===== config.mk =====
export PLATFORM = sky130hd
export DESIGN_NAME = instr_cache_refill
export DESIGN_NICKNAME = d
export VERILOG_FILES = /design/src/rtl/instr_cache_pkg.sv /design/src/rtl/instr_cache_refill_beat_counter.sv /design/src/rtl/instr_cache_refill.sv
export SDC_FILE = /design/constraint.sdc
export NUM_CORES = 1
export LEC_CHECK = 0
export BUFFER_PORTS_ARGS = -buffer_cell sky130_fd_sc_hd__buf_4
export CAP_MARGIN = 30
export CORE_AREA = 2 2 96 98
export CTS_CLUSTER_SIZE = 20
export DETAILED_ROUTE_END_ITERATION = 10
export DIE_AREA = 0 0 98 100
export GPL_ROUTABILITY_DRIVEN = 0
export SETUP_SLACK_MARGIN = 0.5
export SLEW_MARGIN = 20
export SYNTH_ARGS = -nofsm -noshare
export SYNTH_HDL_FRONTEND = slang
export SYNTH_SLANG_ARGS = --single-unit

===== constraint.sdc =====
create_clock -name i_clk -period 4.2 [get_ports i_clk]
set_input_delay 0.21 -clock i_clk [delete_from_list [all_inputs] [get_ports i_clk]]
set_output_delay 0.21 -clock i_clk [all_outputs]
set_load 0.01 [all_outputs]

===== src/rtl/instr_cache_pkg.sv =====
// Shared constants, FSM state type and address helpers for the I-cache refill engine.
package instr_cache_pkg;

  localparam int ICACHE_PADDR_WIDTH = 32;
  localparam int ICACHE_LINE_BYTES  = 64;
  localparam int ICACHE_BEAT_WIDTH  = 64;
  localparam int ICACHE_NUM_SETS    = 64;

  localparam int BEATS         = ICACHE_LINE_BYTES * 8 / ICACHE_BEAT_WIDTH;
  localparam int OFFSET_BITS   = $clog2(ICACHE_LINE_BYTES);
  localparam int SET_BITS      = $clog2(ICACHE_NUM_SETS);
  localparam int BEAT_IDX_BITS = $clog2(BEATS);

  typedef enum logic [2:0] {
    ST_IDLE,
    ST_REQ,
    ST_RECV,
    ST_DRAIN,
    ST_DONE
  } refill_state_t;

  function automatic logic [SET_BITS-1:0] set_index(input logic [ICACHE_PADDR_WIDTH-1:0] paddr);
    return paddr[OFFSET_BITS +: SET_BITS];
  endfunction

endpackage


===== src/rtl/instr_cache_refill_beat_counter.sv =====
// Counts accepted refill beats, offsets them by the starting beat, and flags the final beat.
module refill_beat_counter #(
  parameter int BEATS  = 8,
  parameter int IDX_W  = $clog2(BEATS)
) (
  input  logic             i_clk,
  input  logic             i_rst,
  input  logic             i_clear,
  input  logic             i_accept,
  input  logic [IDX_W-1:0] i_start_beat,
  output logic [IDX_W-1:0] o_beat,
  output logic             o_last
);

  logic [IDX_W-1:0] cnt_q, cnt_d;

  always_comb begin
    cnt_d = cnt_q;
    if (i_clear) begin
      cnt_d = '0;
    end else if (i_accept) begin
      cnt_d = cnt_q + IDX_W'(1);
    end
  end

  always_ff @(posedge i_clk or posedge i_rst) begin
    if (i_rst) begin
      cnt_q <= '0;
    end else begin
      cnt_q <= cnt_d;
    end
  end

  // Power-of-two beat count: the adder's natural wrap is the modulo.
  assign o_beat = i_start_beat + cnt_q;
  assign o_last = i_accept && (cnt_q == IDX_W'(BEATS - 1));

endmodule


===== src/rtl/instr_cache_refill.sv =====
// I-cache line refill engine: one miss -> one line read -> per-beat data array writes.
// Define ICACHE_REFILL_CWF_EN for critical-word-first requests and wrapped beat order.
module instr_cache_refill
  import instr_cache_pkg::*;
#(
  parameter int PADDR_WIDTH = ICACHE_PADDR_WIDTH,
  parameter int LINE_BYTES  = ICACHE_LINE_BYTES,
  parameter int BEAT_WIDTH  = ICACHE_BEAT_WIDTH,
  parameter int NUM_SETS    = ICACHE_NUM_SETS
) (
  input  logic                                        i_clk,
  input  logic                                        i_rst,
  input  logic                                        i_miss_valid,
  output logic                                        o_miss_ready,
  input  logic [PADDR_WIDTH-1:0]                      i_miss_paddr,
  input  logic                                        i_flush,
  output logic                                        o_mem_req_valid,
  input  logic                                        i_mem_req_ready,
  output logic [PADDR_WIDTH-1:0]                      o_mem_req_addr,
  input  logic                                        i_mem_resp_valid,
  output logic                                        o_mem_resp_ready,
  input  logic [BEAT_WIDTH-1:0]                       i_mem_resp_data,
  output logic                                        o_wr_en,
  output logic [$clog2(NUM_SETS)-1:0]                 o_wr_set,
  output logic [$clog2(LINE_BYTES*8/BEAT_WIDTH)-1:0]  o_wr_beat,
  output logic [BEAT_WIDTH-1:0]                       o_wr_data,
  output logic                                        o_refill_done,
  output logic [PADDR_WIDTH-1:0]                      o_refill_paddr
);

  localparam int LINE_BEATS = LINE_BYTES * 8 / BEAT_WIDTH;
  localparam int OFF_W      = $clog2(LINE_BYTES);
  localparam int SET_W      = $clog2(NUM_SETS);
  localparam int BIDX_W     = $clog2(LINE_BEATS);
  localparam int BBYTE_W    = $clog2(BEAT_WIDTH / 8);
  localparam logic [PADDR_WIDTH-1:0] LINE_MASK = ~PADDR_WIDTH'(LINE_BYTES - 1);

  refill_state_t          state_q, state_d;
  logic [PADDR_WIDTH-1:0] addr_q, addr_d;
  logic                   beat_acc, cnt_clear, cnt_last, wr_en;
  logic [BIDX_W-1:0]      start_beat, cnt_beat;

`ifdef ICACHE_REFILL_CWF_EN
  localparam logic [PADDR_WIDTH-1:0] REQ_MASK = ~PADDR_WIDTH'(BEAT_WIDTH / 8 - 1);
  assign start_beat = addr_q[OFF_W-1:BBYTE_W];
`else
  localparam logic [PADDR_WIDTH-1:0] REQ_MASK = LINE_MASK;
  assign start_beat = '0;
`endif

  assign beat_acc = i_mem_resp_valid && ((state_q == ST_RECV) || (state_q == ST_DRAIN));

  refill_beat_counter #(
    .BEATS (LINE_BEATS),
    .IDX_W (BIDX_W)
  ) u_beat_counter (
    .i_clk        (i_clk),
    .i_rst        (i_rst),
    .i_clear      (cnt_clear),
    .i_accept     (beat_acc),
    .i_start_beat (start_beat),
    .o_beat       (cnt_beat),
    .o_last       (cnt_last)
  );

  always_comb begin
    state_d          = state_q;
    addr_d           = addr_q;
    cnt_clear        = 1'b0;
    wr_en            = 1'b0;
    o_miss_ready     = 1'b0;
    o_mem_req_valid  = 1'b0;
    o_mem_resp_ready = 1'b0;
    o_refill_done    = 1'b0;
    unique case (state_q)
      ST_IDLE: begin
        o_miss_ready = 1'b1;
        if (i_miss_valid && !i_flush) begin
          addr_d  = i_miss_paddr;
          state_d = ST_REQ;
        end
      end
      ST_REQ: begin
        o_mem_req_valid = 1'b1;
        // Once the handshake completes the beats will come; a flush then has to drain them.
        if (i_mem_req_ready) begin
          cnt_clear = 1'b1;
          state_d   = i_flush ? ST_DRAIN : ST_RECV;
        end else if (i_flush) begin
          state_d = ST_IDLE;
        end
      end
      ST_RECV: begin
        o_mem_resp_ready = 1'b1;
        if (i_flush) begin
          state_d = (i_mem_resp_valid && cnt_last) ? ST_IDLE : ST_DRAIN;
        end else if (i_mem_resp_valid) begin
          wr_en = 1'b1;
          if (cnt_last) begin
            state_d = ST_DONE;
          end
        end
      end
      ST_DRAIN: begin
        o_mem_resp_ready = 1'b1;
        if (i_mem_resp_valid && cnt_last) begin
          state_d = ST_IDLE;
        end
      end
      ST_DONE: begin
        o_refill_done = 1'b1;
        state_d       = ST_IDLE;
      end
      default: state_d = ST_IDLE;
    endcase
  end

  always_ff @(posedge i_clk or posedge i_rst) begin
    if (i_rst) begin
      state_q <= ST_IDLE;
      addr_q  <= '0;
    end else begin
      state_q <= state_d;
      addr_q  <= addr_d;
    end
  end

  assign o_wr_en        = wr_en;
  assign o_wr_set       = wr_en ? addr_q[OFF_W +: SET_W] : '0;
  assign o_wr_beat      = wr_en ? cnt_beat : '0;
  assign o_wr_data      = wr_en ? i_mem_resp_data : '0;
  assign o_mem_req_addr = addr_q & REQ_MASK;
  assign o_refill_paddr = addr_q & LINE_MASK;

endmodule


==> results of run 1 <==
cells in the final DEF, fill, tap and decap left out, types with 2 or more instances in the layout:
cell type  instances
mux2_4            20
ha_1               2
inv_1              2
conb_1            12
nand2_1            4
mux2_2             6
nand3_1            4
a21oi_1            2
and3_1             2
nor2_1             3
and2_1            74
buf_4            226
clkbuf_8           5
dfrtp_1           32
kinds of logic after synthesis:
kind of cell             synth area share, %
AND/OR/NAND/NOR                        26.83
buffers and inverters                  17.64
flip-flops                             35.40
multiplexers                           16.26
AO/OA/AOI/OAI                          2.212
adder cells (fa/ha/maj)                1.106
other                                 0.1658
XOR/XNOR                              0.3872
power breakdown:
group / total [uW] / internal [uW] / switching (uW)
Sequential: 621 / 461 / 159
Clock: 285 / 176 / 109
Combinational: 1160 / 703 / 456
through the flow:
stage,instances,instance area (um2),utilization [%],hold WS (ps)
after floorplan,227,2303,-,326.2
after global placement,515,3749,42.17,347.2
after detailed placement,515,3749,42.17,342.1
after CTS,523,3856,43.38,27.31
after global routing,524,3876,43.60,46.08
final,524,3876,43.60,22.99
worst min-delay path by stage:
stage | startpoint | to | slack [ps] | depth (start not counted)
after CTS | i_rst | addr_q[9] | 30 | 3
after global placement | i_rst | addr_q[8] | 350 | 3
after floorplan | i_rst | addr_q[10] | 330 | 1
after detailed placement | i_rst | addr_q[14] | 340 | 3
final | i_rst | addr_q[14] | 20 | 3
after global routing | i_rst | addr_q[18] | 50 | 3
critical path, delay by kind of cell (launching register included):
kind / cells / cell delay [ps]
buffers and inverters: 2 / 370
flip-flops: 1 / 510
AND/OR/NAND/NOR: 3 / 830
flip-flops by register name (all words and copies together), names as in the netlist:
name	count
addr_q	26
state_q	3
u_beat_counter.cnt_q	3
final cells by class:
class                           count  area [um2]
Fill cell                         896        5014
Inverter                            2       7.507
Multi-Input combinational cell    144        1105
Clock inverter                      2       35.03
Sequential cell                    32       800.8
Clock buffer                        6       72.57
Tap cell                          111       138.9
Timing Repair Buffer              227        1717
layer usage:
metal	up-vias	track usage [%]	wire, um
met5	-	0	0
met3	6	3.343	619
met1	950	16.38	2743
met4	0	2.885	48
met2	120	23.29	3740
li1	1034	-	-
==> metrics.cfg, run 1 <==
[status]
status = complete, no violations

[placed_design]
hpwl_um = 5671
port_buffers = 225
dp_slack_ps = 1936

[critical_path]
r2r_cells = 3
crit_fanout = 62
required_ps = 3990
cpMaxStageDelayCell = dfrtp_1
setup.worst_path.start_class = flop
crit_type = reg2out
crit_path_end = o_wr_data[44]
cp-startpoint = state_q[0]
regToRegSetupSlack_ps = 2400
regToRegStartpoint = state_q[0]
critPathArrivalTime_ps = 2000
critPathCaptureType = output port
r2r_end = addr_q[15]
max_stage_delay_ps = 510
path_cells = nor3_4 -> and3_2 -> buf_12 -> and2_1 -> buf_4

[yosys]
synth_edf_count = 0
syn_avg_cell_area_um2 = 10.47
yosysTopAreaCell = dfrtp_1
syn_area_um2 = 2262
syn_inst = 216
synthDistinctLibCells = 30
synthArstFlopShare_pct = 100.0
synth.ff_latch_count = 32
synth_top_area_share_pct = 35.40
yosysWarningCount = 0
synth.most_common_cell = and2_1
synth_common_cells = and2_1 (74), buf_4 (39), dfrtp_1 (32), mux2_4 (20), buf_6 (8)
synth_ff_type = dfrtp_1
seq_area_frac_synth_pct = 35.40
synth_area_leaders = dfrtp_1 (35%), and2_1 (20%), mux2_4 (13%), buf_4 (13%), buf_6 (4.0%)

[final_layout]
n_antenna_cell = 0
drive_gt1_share_pct = 63.92
areaGrowthSynthToFinish_pct = 71.35
nets = 516

[sta]
fmax_mhz = 453.4
fin_crit_sh_pct = 52.51
setup_violations = 0
finalCriticalPeriod_ps = 2206
fin_ws_ps = 1994
slew_violations = 0
hold_viol_final = 0
fin_tns_setup_ps = 0
fin_worst_skew_ps = 7.704
rsz0062_at_grt = no

[detailed_routing]
first_pass_iters = 4
ant_nets = 0
vias_per_cell = 4.027
dr.first_iter.drc_count = 33
wire_per_inst_um = 13.65
drc = 0
vias = 2110
wl_um = 7152

[clocking]
root_buffer = clkbuf_8
clkTransAtPathRegs_ps = 70
hold_buffers = 0
numCtsBuffers = 5
clk_latency_ps = 280
cts_tree = done
post_cts.repair.setup_buffers = 0
clock_path_buffers = 2
cts-resized-gates = 0
numClockSinks = 32
htreeDepth = 2

[die]
initial_core_util_pct = 25.45
die-area_um2 = 9800
die_w_um = 98
die_y_um = 100
num_rows = 35
core_um2 = 8890
ios = 244

[grt]
grt_overflow = 0
antenna_found_initial = 0
grt_max_degree = 75
grt_usage_pct = 13.22
grt_first_pass_wirelength_um = 10470
grt_pass1_vias = 1987

[pwr]
ir_worst_vdd_mv = 0.3157
power_leakage_uw = 0.002187
power.density_nw_per_um2 = 532.9
total_power_uw = 2066

[hold_path]
min_path_type = in2async

[flow_run]
maxCapViolations = 0

Note: power is estimated with default switching activity, not from simulation.
==> inputs of run 2 (changes only) <==
--- a/config.mk
+++ b/config.mk
@@ -5,13 +5,15 @@
 export SDC_FILE = /design/constraint.sdc
 export NUM_CORES = 1
 export LEC_CHECK = 0
+export ABC_AREA = 1
 export BUFFER_PORTS_ARGS = -buffer_cell sky130_fd_sc_hd__buf_4
 export CAP_MARGIN = 30
-export CORE_AREA = 2 2 96 98
+export CORE_AREA = 2 2 95 97
 export CTS_CLUSTER_SIZE = 20
 export DETAILED_ROUTE_END_ITERATION = 10
-export DIE_AREA = 0 0 98 100
+export DIE_AREA = 0 0 97 99
 export GPL_ROUTABILITY_DRIVEN = 0
+export PLACE_DENSITY = 0.66
 export SETUP_SLACK_MARGIN = 0.5
 export SLEW_MARGIN = 20
 export SYNTH_ARGS = -nofsm -noshare
==> constraint.sdc (replaced) <==
create_clock -name i_clk -period 2.3 [get_ports i_clk]
set_input_delay 0.115 -clock i_clk [delete_from_list [all_inputs] [get_ports i_clk]]
set_output_delay 0.115 -clock i_clk [all_outputs]
set_load 0.01 [all_outputs]
==> metrics.cfg, run 2 <==
[detailed_routing]
drc = 0
first_pass_iters = 4
vias = 2815
ant_nets = 0
dr.first_iter.drc_count = 54
wire_per_inst_um = 13.71
vias_per_cell = 4.152
wl_um = 9296

[pwr]
power_leakage_uw = 0.002688
ir_worst_vdd_mv = 0.5670
power.density_nw_per_um2 = 865.3

[critical_path]
path_cells = inv_2 -> nand2_4 -> nor3_4 -> buf_6 -> nand2_8 -> buf_8 -> nor2_1 -> buf_4
crit_buf_inv = 4
required_ps = 2180
crit_type = reg2out
critPathCaptureType = output port
crit_fanout = 8
setup.worst_path.start_class = flop
critPathArrivalTime_ps = 1680
cp_top_family = buffers and inverters
max_stage_delay_ps = 400
cpMaxStageDelayCell = dfrtp_1

[final_layout]
n_antenna_cell = 0
top_regs = addr_q: 26 flops, state_q: 3 flops, u_beat_counter.cnt_q: 3 flops
final_cell_area_um2 = 4388
layout_commonest_cell = buf_4
drive_gt1_share_pct = 51.93
largest_reg_flops = 26
fillers = 829
areaGrowthSynthToFinish_pct = 83.04
regMostFlops = addr_q
final_cell_mix = buf_4 (226), inv_1 (104), nor2_1 (52)
nets = 673

[yosys]
yosysWarningCount = 0
synth_edf_count = 0
synthArstFlopShare_pct = 100.0
synth-xor-area-share_pct = 0
seq_area_frac_synth_pct = 33.40
muxShareOfSynthArea_pct = 0
yosysTopAreaCell = dfrtp_1
synth.most_common_cell = inv_1
synth_top_family_by_area = buffers and inverters
synth.ff_latch_count = 32
synth_ff_type = dfrtp_1
syn_avg_cell_area_um2 = 6.696
synthDistinctLibCells = 19
synth_area_leaders = dfrtp_1 (33%), inv_1 (16%), nor2_1 (12%), buf_4 (12%), nand2_1 (5.3%)
synthSimpleGateAreaFrac_pct = 25.63
syn_area_um2 = 2397
synth_common_cells = inv_1 (105), nor2_1 (79), buf_4 (38), nand2_1 (34), dfrtp_1 (32)
synth-compound-area-share_pct = 6.681
synth_top_area_share_pct = 33.40
synthAdderAreaFrac_pct = 1.044
syn_inst = 358

[clocking]
root_buffer = clkbuf_8
clock_path_buffers = 2
clkTransAtPathRegs_ps = 70
clk_latency_ps = 270
numClockSinks = 32
numCtsBuffers = 5
cts_tree = done
htreeDepth = 2

[die]
ios = 244
die-area_um2 = 9603
core_um2 = 8551
initial_core_util_pct = 28.04
die_y_um = 99
num_rows = 34
die_w_um = 97

[status]
status = complete, no violations

[grt]
grt_first_pass_wirelength_um = 13160
antenna_found_initial = 0
grt_pass1_vias = 2703
grt_usage_pct = 16.70
grt_overflow = 0
grt_max_degree = 53

[placed_design]
hpwl_um = 6978
port_buffers = 225
placed_area_um2 = 3906

[sta]
finalCriticalPeriod_ps = 1795
setup_violations = 0
fin_worst_skew_ps = 4.534
fin_crit_sh_pct = 78.03
fin_tns_setup_ps = 0
slew_violations = 0
fmax_mhz = 557.2
hold_viol_final = 0
rsz0062_at_grt = yes

[flow_run]
maxCapViolations = 0

[hold_path]
min_path_type = in2reg

==> run 2: cell types whose count changed after synthesis, moves of 6 or more <==
| cell | change |
|---|---|
| nand2_1 | +30 |
| a21oi_1 | +6 |
| and2_1 | -74 |
| inv_1 | +103 |
| o21ai_0 | +13 |
| nor2_1 | +76 |
| nor2_4 | +10 |
| mux2_2 | -6 |
| o21ai_1 | +10 |
| buf_2 | +6 |
| mux2_4 | -20 |
==> run 2: repair_timing <==
item                                    in CTS  in global routing
setup buffers                                4                  5
pin swaps                                    1                  0
gates resized for setup                      7                 47
hold buffers                                 1                  0
endpoints found under the setup margin      64                 67
hold endpoints to repair                    32                  0
cloned                                       1                  6
==> run 2: cell type report <==
type	instances	area (um2)	area share, %
multi-input combinational	181	985.9	22.47
tap	108	135.1	3.080
sequential	32	803.3	18.31
clock inverter	1	7.507	0.1711
inverter	105	394.1	8.982
clock buffer	7	86.33	1.967
timing repair buffer	244	1976	45.02
==> run 2: path summary, 6_finish.rpt <==
kind                                   from             to  slack (ps)  cells past startpoint
setup / recovery                 state_q[2]  o_wr_data[46]         510                      8
min in group asynchronous             i_rst     addr_q[24]         480                      4
hold / removal             i_miss_paddr[22]     addr_q[22]          70                      3
hold reg to reg                  addr_q[20]     addr_q[20]         520                      2
max in group asynchronous             i_rst     state_q[0]        1510                      4
setup reg to reg                 state_q[0]      addr_q[6]         750                      6
==> run 2: power breakdown <==
part / switching [uW] / total (uW) / internal [uW]
Clock: 204 / 447 / 243
Sequential: 229 / 1050 / 823
Combinational: 1130 / 2300 / 1170
==> run 2: through the flow <==
step	hold slack, ps	util [%]	cells	setup slack (ps)	power (uW)
2_1_floorplan	231.2	-	369	946.4	2265
3_3_place_gp	232.8	45.68	653	586.7	3057
3_5_place_dp	232.3	45.68	653	565.9	3106
4_1_cts	64.23	47.79	667	525.6	3641
5_1_grt	66.24	51.32	678	416.6	4069
6_report	74.74	51.32	678	505.2	3797
==> run 2: worst register-to-register path, stage by stage, from the launching register on <==
cell and delay [ps]:
dfrtp_2 430, buf_4 170, nor3_4 240, nand3_2 80
buf_4 270, nor2_1 180, a21oi_1 50
==> run 2: kinds of logic after synthesis <==
kind of cell             Yosys count
buffers and inverters            157
AND/OR/NAND/NOR                  134
AO/OA/AOI/OAI                     32
flip-flops                        32
adder cells (fa/ha/maj)            2
other                              1
==> run 2: metal layers <==
metal,GRT usage [%],wire length [um],vias up
li1,-,-,1378
met1,19.18,3473,1294
met2,30.66,5065,132
met3,3.759,600,11
met4,5.525,156,0
met5,0,0,-
